--- src/rtl/binary_mac_accum.sv ---
`default_nettype none
// ============================================================================
//  Module   : binary_mac_accum
//  Purpose  : Accumulates BEATS consecutive partial sums from the binary
//             dot-product unit into one full-length dot product. The result
//             is presented on a registered valid/ready output together with
//             a registered (result >= THRESH) flag.
//  Ports    : clock, reset      - clock / synchronous active-high reset
//             in_valid/in_ready - upstream handshake, in_data = partial sum
//             out_valid/out_ready - downstream handshake
//             out_data          - completed unsigned accumulation
//             out_fire          - registered threshold flag, valid with out_valid
//             beat_cnt          - beats accepted in the current group
//  Revision : 1.0  initial release
// ============================================================================
module binary_mac_accum #(
   parameter int          SIZE   = 4,
   parameter int          SETS   = 4,
   parameter int          BEATS  = 4,
   parameter int unsigned THRESH = 0,
   localparam int         IN_W   = (SIZE << 1) + SETS,
   localparam int         ACC_W  = IN_W + $clog2(BEATS),
   localparam int         CNT_W  = (BEATS > 1) ? $clog2(BEATS) : 1
) (
   input  logic             clock,
   input  logic             reset,
   input  logic             in_valid,
   output logic             in_ready,
   input  logic [IN_W-1:0]  in_data,
   output logic             out_valid,
   input  logic             out_ready,
   output logic [ACC_W-1:0] out_data,
   output logic             out_fire,
   output logic [CNT_W-1:0] beat_cnt
);

   localparam logic [CNT_W-1:0] C_LAST_BEAT = CNT_W'(BEATS - 1);
   localparam logic [ACC_W-1:0] C_THRESH    = ACC_W'(THRESH);

   typedef enum logic [0:0] {
      ACC  = 1'b0,
      DONE = 1'b1
   } state_t;

   state_t           r_state, w_state_nxt;
   logic [ACC_W-1:0] r_acc, w_acc_nxt;
   logic [CNT_W-1:0] r_beat_cnt, w_beat_cnt_nxt;
   logic [ACC_W-1:0] r_out_data, w_out_data_nxt;
   logic             r_out_fire, w_out_fire_nxt;

   logic             w_accept;
   logic             w_last;
   logic             w_retire;
   logic [ACC_W-1:0] w_sum;
   logic             w_fire;

   // While a result is waiting, the input can only move when the result
   // retires in the same cycle; out_ready is passed straight through so
   // back-to-back groups see no bubble.
   assign in_ready  = (r_state == ACC) ? 1'b1 : out_ready;
   assign w_accept  = in_valid && in_ready;
   assign w_retire  = (r_state == DONE) && out_ready;
   assign w_sum     = r_acc + ACC_W'(in_data);
   // With BEATS=1 the counter never leaves 0, so every beat is the last one.
   assign w_last    = (r_beat_cnt == C_LAST_BEAT);

   // A zero threshold is always met; keep the compare out of the netlist.
   generate
      if (THRESH == 0) begin : g_thresh_zero
         assign w_fire = 1'b1;
      end else begin : g_thresh_cmp
         assign w_fire = (w_sum >= C_THRESH);
      end
   endgenerate

   always_ff @(posedge clock) begin
      if (reset) begin
         r_state    <= ACC;
         r_acc      <= '0;
         r_beat_cnt <= '0;
         r_out_data <= '0;
         r_out_fire <= 1'b0;
      end else begin
         r_state    <= w_state_nxt;
         r_acc      <= w_acc_nxt;
         r_beat_cnt <= w_beat_cnt_nxt;
         r_out_data <= w_out_data_nxt;
         r_out_fire <= w_out_fire_nxt;
      end
   end

   always_comb begin
      w_state_nxt    = r_state;
      w_acc_nxt      = r_acc;
      w_beat_cnt_nxt = r_beat_cnt;
      w_out_data_nxt = r_out_data;
      w_out_fire_nxt = r_out_fire;

      if (w_retire) begin
         w_state_nxt = ACC;
      end

      // An accept in DONE only happens together with a retire. The
      // accumulator and counter are already cleared in DONE, so the beat is
      // folded in exactly as it would be in ACC.
      if (w_accept) begin
         if (w_last) begin
            w_out_data_nxt = w_sum;
            w_out_fire_nxt = w_fire;
            w_acc_nxt      = '0;
            w_beat_cnt_nxt = '0;
            w_state_nxt    = DONE;
         end else begin
            w_acc_nxt      = w_sum;
            w_beat_cnt_nxt = r_beat_cnt + CNT_W'(1);
         end
      end
   end

   assign out_valid = (r_state == DONE);
   assign out_data  = r_out_data;
   assign out_fire  = r_out_fire;
   assign beat_cnt  = r_beat_cnt;

endmodule
`default_nettype wire

--- config.mk ---
export PLATFORM = sky130hd
export DESIGN_NAME = binary_mac_accum
export DESIGN_NICKNAME = d
export VERILOG_FILES = /design/src/rtl/binary_mac_accum.sv
export SDC_FILE = /design/constraint.sdc
export NUM_CORES = 1
export LEC_CHECK = 0
export ABC_AREA = 0
export CAP_MARGIN = 20
export CORE_ASPECT_RATIO = 0.8
export CORE_MARGIN = 1
export CORE_UTILIZATION = 46
export CTS_CLUSTER_SIZE = 8
export DETAILED_ROUTE_END_ITERATION = 8
export PLACE_DENSITY_LB_ADDON = 0.3
export REMOVE_ABC_BUFFERS = 1
export SLEW_MARGIN = 20
export SYNTH_ARGS = -nofsm -noshare
export SYNTH_HDL_FRONTEND = slang
export SYNTH_SLANG_ARGS = --single-unit
--- constraint.sdc ---
create_clock -name clock -period 2.1 [get_ports clock]
set_input_delay 0.63 -clock clock [delete_from_list [all_inputs] [get_ports clock]]
set_output_delay 0.63 -clock clock [all_outputs]
set_load 0.005 [all_outputs]
==> results of run 1 <==
-- where the power goes --
part	internal (mW)	total (mW)	switching [mW]
logic	0.366	0.687	0.322
registers	0.648	0.687	0.0392
clock network	0.267	0.500	0.233
total	1.28	1.87	0.594
-- per-stage QoR --
stage	hold slack [ns]	setup WS [ns]	instance area, sq um	cells
floorplan	0.4291	-0.09504	1764	204
finish	0.4496	0.003632	2801	331
CTS	0.4527	0.0004623	2706	331
global route	0.4761	-0.05017	2801	331
detailed placement	0.4434	-0.5997	2470	320
global placement	0.4388	-0.5554	2470	320
-- timing repair --
action                                  CTS  global route
pin swaps                                15            12
endpoints found under the setup margin   23            11
setup buffers                             3             0
gates resized for setup                  29            19
-- registers in the layout (all words and copies together), names as in the netlist --
register   flops
out_data      14
r_acc         14
beat_cnt       2
out_fire       1
out_valid      1
-- worst paths after layout --
kind | slack, ns | to | cells past startpoint | start
hold reg to reg | 0.45 | out_data[9] | 2 | out_data[9]
hold / removal | 0.45 | out_data[9] | 2 | out_data[9]
setup reg to reg | 0.09 | r_acc[13] | 9 | r_acc[0]
setup / recovery | 0.004 | r_acc[13] | 7 | in_data[10]
-- kinds of logic (layout without fill, tap and decap cells) --
group	count (synthesis)	in the layout	share of synthesized area, %
simple gates	81	81	21.76
compound gates	64	64	25.45
flops	32	32	35.70
fa+ha+maj	14	14	10.18
buf+inv	11	89	2.510
xor+xnor	9	9	4.394
-- cell usage after synthesis (3+ instances only) --
library cell	count
o21ai_0	5
clkbuf_1	4
nand2b_1	3
inv_1	4
a21oi_1	22
a22oi_1	3
nand2_1	25
buf_2	3
a211oi_1	4
nor2_1	31
dfxtp_1	32
xnor2_1	7
ha_1	13
o21ai_1	5
nor3_1	7
a21o_1	4
nand3b_1	3
-- final cells by class --
cell class | count | area [sq um]
inverter | 4 | 15.01
timing repair buffer | 77 | 681.9
multi-input combinational | 168 | 1321
tap | 42 | 52.55
fill | 232 | 764.5
clock buffer | 8 | 90.09
sequential | 32 | 640.6
-- layer usage --
| layer | up-vias | GRT usage [%] | part of all wire [%] |
|---|---|---|---|
| met3 | 15 | 6.435 | 5.2 |
| li1 | 901 | - | - |
| met1 | 845 | 32.65 | 46 |
| met4 | 0 | 12.32 | 2.1 |
| met5 | - | 0 | 0 |
| met2 | 55 | 39.35 | 47 |
-- worst min-delay path, cell delays in order (launching register included) --
cell	delay, ns
dfxtp_1	0.31
nand2_1	0.05
a21oi_1	0.05
-- cells in the final DEF (no fill, tap or decap), types with 3 or more instances in the layout --
master,count
a21oi_2,4
dlymetal6s2s_1,4
dlygate4sd2_1,3
a21o_1,4
nor3_1,6
a22oi_1,3
a211oi_2,3
clkdlybuf4s50_1,24
nand2_1,24
o21ai_0,5
nand3b_1,3
buf_4,41
clkbuf_8,6
nor2_1,31
xnor2_1,5
dfxtp_1,32
o21ai_1,4
ha_4,10
a21oi_1,19
nand2b_1,3
==> results by group, run 1 <==
Timing
  – Tcrit/Tclk final: 99.83%
  – Max Fclk: 0.4770 GHz
  – Final Hold Fails: 0
  – Slew Limit Fails: 0
  – Final min period: 2.096 ns
  – Final setup fails: 0
  – TNS Setup: 0 ns
  – Max_slew headroom: 80.94%
  – Worst-Margin Slew: 0.2835 ns
  – Clock Skews: 0.003016 ns

Yosys
  – Async S/R FF share, synth: 0%
  – Synthesized flop and latch total: 32
  – Leading area contributor after synthesis: dfxtp_1
  – Synth top area share: 35.70%
  – Synth cell types: 44
  – Synth Instances: 211
  – Area contributors post-synth: dfxtp_1, ha_1, nor2_1, a21oi_1, nand2_1
  – Main synth FF type: dfxtp_1
  – Ys Warns: 0
  – Avg Cell Area, Syn: 8.503 sq um
  – Post-synth EDFFs: 0
  – Synth Cell Area: 0.001794 sq mm
  – Seq/Total Area, Yosys: 35.70%

Clocking
  – H-tree Lvls: 2
  – Clock root cell: clkbuf_8
  – Number of CTS-inserted buffers: 5
  – Clock buffer depth: 2
  – Sink Count: 32
  – Post-CTS Hold Fix Bufs: 0
  – CTS tree: done
  – Clk slew on worst S/H paths: 0.06 ns
  – Latest clock arrival within the worst-skew pair: 0.29 ns

Critical path
  – Slowest-stage cell, CP: clkdlybuf4s50_1
  – WS Path Type: in -> reg
  – Worst EP arrival: 2.31 ns
  – Critical Path Source Type: input port
  – Critical Path End Type: register
  – Worst path top cell family by delay: buffers and inverters
  – Critical path peak fanout: 4
  – Worst path cell trace: clkdlybuf4s50_1 -> ha_4 -> a21o_1 -> a21oi_2 -> nand2_2 -> or3_4 -> o211ai_1
  – CP bufs+invs: 1
  – Critical Path RT: 2.31 ns
  – CP max stage delay: 0.51 ns

Hold path
  – Hold Crit Class: reg -> reg

Global routing
  – Vias in the first global route: 1747
  – Total gr overflow: 0
  – Total GRT Usage: 25.18%
  – Initial antenna violation count: 0
  – Largest net degree at the start of global routing: 14
  – First-pass GRT wire length: 7976 um

Floorplan
  – Height of the die: 57.86 um
  – Placeable Area: 0.003566 sq mm
  – I/O pins: 35
  – Initial core utilization: 50.32%
  – Die area: 0.004156 sq mm
  – Row count: 19
  – Die W: 71.83 um

Detailed routing
  – DRC: 0
  – Via density: 5.486
  – Post-route antenna net violation count: 0
  – Total Routed Length: 4998 um
  – WL per Instance: 15.10 um
  – Vias: 1816
  – DRT iter0 DRCs: 141
  – DR pass1 iterations: 6

Layout
  – Area delta synth->final: 56.14%
  – Antenna cells: 0
  – Fin nets: 318
  – Share of cells above drive strength 1: 32.18%
  – Util after Layout: 78.56%

Job
  – Max Cap Viol: 0

Place
  – I/O Buffers: 34
  – Placer Congestion: 0.8818
  – HPWL Detailed: 3380 um

Pwr
  – LEAKAGE: 1.115 nW
  – Peak VDD IR: 0.4412 mV
  – Design Power: 1.874 mW
  – Pwr dens: 668.9 mW/mm^2

Run status
  – Outcome: finished, final reports clean
(Power assumes the default switching activity.)
==> inputs of run 2 (changes only) <==
CTS_CLUSTER_DIAMETER = 80   (was unset)
==> results of run 2 <==
Final layout, timing and power as in run 1 (identical DEF).
==> inputs of run 3 (changes only) <==
CORE_UTILIZATION = 51   (was 46)
GPL_TIMING_DRIVEN = 0   (was unset)
clock period = 2.2 ns   (was 2.1 ns; I/O delays follow)
==> results by group, run 3 (synthesis results as in run 1) <==
Hold path
  – Hold Crit Class: reg -> reg
  – Hold Path Depth: 2 (unchanged)
  – Launch point of the worst hold path: out_data[4]
  – Hold path endpoint: out_data[4]

Detailed routing
  – DR pass1 iterations: 4 (-2)
  – DRC: 0 (unchanged)
  – Total Routed Length: 4895 um (-2.1%)
  – Post-route antenna net violation count: 0 (unchanged)
  – DRT iter0 DRCs: 80 (-43%)
  – Via density: 5.803 (+5.8%)
  – WL per Instance: 16.88 um (+12%)
  – Vias: 1683 (-7.3%)

Critical path
  – Critical Path End Type: register
  – Slowest-stage cell, CP: clkdlybuf4s50_1
  – Worst path cell trace: clkdlybuf4s50_1 -> ha_4 -> a211oi_1 -> a21oi_2 -> nand2_1 -> nor4_1 -> nand2_1 -> o311ai_0
  – Critical Path RT: 2.35 ns (+0.04 ns)
  – Critical R2R Capture: out_data[10]
  – Worst EP arrival: 2.33 ns (+0.02 ns)
  – Worst r2r path cells: 9 (unchanged)
  – CP max stage delay: 0.51 ns (about the same)
  – CP most frequent cell: nand2_1
  – WS Path Type: in -> reg
  – Critical Path Source Type: input port
  – Critical path peak fanout: 5 (+1)
  – R2R setup slack: 0.17 ns (+0.08 ns)
  – RR Startpoint: r_acc[0]

Timing
  – Hold_ws: 0.4591 ns (+0.009500 ns)
  – Worst-Margin Slew: 0.5943 ns (+0.3108 ns)
  – Final Hold Fails: 0 (unchanged)
  – Slew Limit Fails: 0 (unchanged)
  – Max Fclk: 0.4593 GHz
  – TNS Setup: 0 ns (unchanged)
  – Clock Skews: 0.009240 ns (+0.006224 ns)
  – Max_slew headroom: 60.38% (-21 points)
  – Tcrit/Tclk final: 98.97%
  – Final min period: 2.177 ns
  – Final setup fails: 0 (unchanged)
  – RSZ-0062 raised after global routing: true

Floorplan
  – Height of the die: 55.05 um (-4.9%)
  – Initial core utilization: 55.71% (+5.4 points)
  – Die W: 68.32 um (-4.9%)
  – Row count: 18 (-1)
  – Placeable Area: 0.003221 sq mm (-9.7%)
  – I/O pins: 35 (unchanged)
  – Die area: 0.003761 sq mm (-9.5%)

Clocking
  – Clock root cell: clkbuf_8
  – CTS tree: done
  – Number of CTS-inserted buffers: 5 (unchanged)
  – Clock buffer depth: 2 (unchanged)
  – Sink Count: 32 (unchanged)
  – Clk slew on worst S/H paths: 0.07 ns (about the same)
  – Post-CTS Hold Fix Bufs: 0 (unchanged)
  – Latest clock arrival within the worst-skew pair: 0.30 ns (about the same)
  – H-tree Lvls: 2 (unchanged)

Layout
  – Fill count: 228 (-1.7%)
  – Area delta synth->final: 39.96%
  – Commonest cells after routing, fill and taps aside: dfxtp_1, nor2_1, clkdlybuf4s50_1
  – Share of cells above drive strength 1: 24.00% (-8.2 points)
  – Antenna cells: 0 (unchanged)
  – Util after Layout: 77.97% (-0.59 points)
  – Commonest non-fill, non-tap cell in the layout: dfxtp_1
  – Fin nets: 279 (-12%)

Global routing
  – Total GRT Usage: 26.93% (+1.7 points)
  – Total gr overflow: 0 (unchanged)
  – First-pass GRT wire length: 7189 um (-9.9%)
  – Largest net degree at the start of global routing: 33 (+19)
  – Initial antenna violation count: 0 (unchanged)
  – Vias in the first global route: 1559 (-11%)

Pwr
  – Logic pwr share: 31.6% (-5.1 points)
  – Peak VDD IR: 0.4814 mV (+9.1%)
  – Pwr dens: 719.0 mW/mm^2 (+7.5%)
  – Clock power frac: 32.1% (+5.4 points)
  – LEAKAGE: 0.9137 nW (-18%)
  – Flop pwr share: 36.3% (-0.3 points)
  – P_sw: 577.0 uW (-2.8%)
  – Switching share of power: 31.96% (+0.29 points)
  – Internal power: 1.228 mW (-4.1%)
  – Design Power: 1.805 mW (-3.7%)

Job
  – Max Cap Viol: 0 (unchanged)

Run status
  – Outcome: finished, final reports clean

Place
  – Placer Congestion: 0.8835 (+0.19%)
  – HPWL Detailed: 2909 um (-14%)
  – I/O Buffers: 34 (unchanged)
## run 3: cell count changes in the layout (fill, tap and decap cells not counted), moves of 2 or more
cell and change:
a211oi_1 +2, nor2_1 -2, clkbuf_1 -2, dlymetal6s2s_1 -2, buf_4 -38, nor2_4 +2, nand2_2 +2, nand2_1 -2
## run 3: cell type report
cell class / instances / area, sq um / area share (%)
well taps: 40 / 50.05 / 1.993
multi-input cells: 168 / 1323 / 52.67
clock buffers: 5 / 68.82 / 2.740
inverters: 4 / 15.01 / 0.5979
clock inverters: 3 / 42.54 / 1.694
flip-flops and latches: 32 / 640.6 / 25.51
repair buffers: 38 / 371.6 / 14.80
## run 3: worst max-delay path: cells and delay by family
| kind | cells | cell delay (ns) |
|---|---|---|
| buffers and inverters | 1 | 0.51 |
| adder cells (fa/ha/maj) | 1 | 0.24 |
| AND/OR/NAND/NOR | 3 | 0.33 |
| AO/OA/AOI/OAI | 3 | 0.58 |
## run 3: stage by stage
step	std cells	area [sq um]	worst slack (ns)
2_1_floorplan	204	1764	-0.02504
3_3_place_gp	278	2155	-0.9654
3_5_place_dp	279	2166	-0.8134
4_1_cts	289	2424	-0.06691
5_1_grt	290	2511	-0.03034
6_report	290	2511	0.02260
## run 3: worst max path at each step
stage,from,endpoint,slack (ns),cells after the start
finish,in_data[10],out_data[13],0.02,8
global route,in_data[6],r_acc[13],-0.03,8
CTS,out_ready,out_data[13],-0.07,8
detailed placement,out_ready,out_data[13],-0.81,8
global placement,out_ready,out_data[13],-0.97,7
floorplan,in_data[0],out_data[12],-0.03,9
## run 3: timing repair
item	4_1_cts	5_1_grt
buffers inserted	2	1
resized for setup	34	16
pin swaps	11	7
endpoints found under the setup margin	26	7
## run 3: per-layer routing
metal | share of wire, % | GRT usage (%) | wire length (um)
met5 | 0 | 0 | 0
met4 | 1.7 | 13.19 | 81
met3 | 5.2 | 5.943 | 256
met1 | 45 | 32.38 | 2184
met2 | 48 | 45.75 | 2373
## run 3: power groups by stage
stage,Sequential (mW),Combinational (mW),Clock (mW)
after floorplan,0.651,0.325,0
after global placement,0.654,0.424,0
after detailed placement,0.656,0.433,0
after CTS,0.650,0.496,0.579
after global routing,0.659,0.613,0.611
final,0.655,0.570,0.580
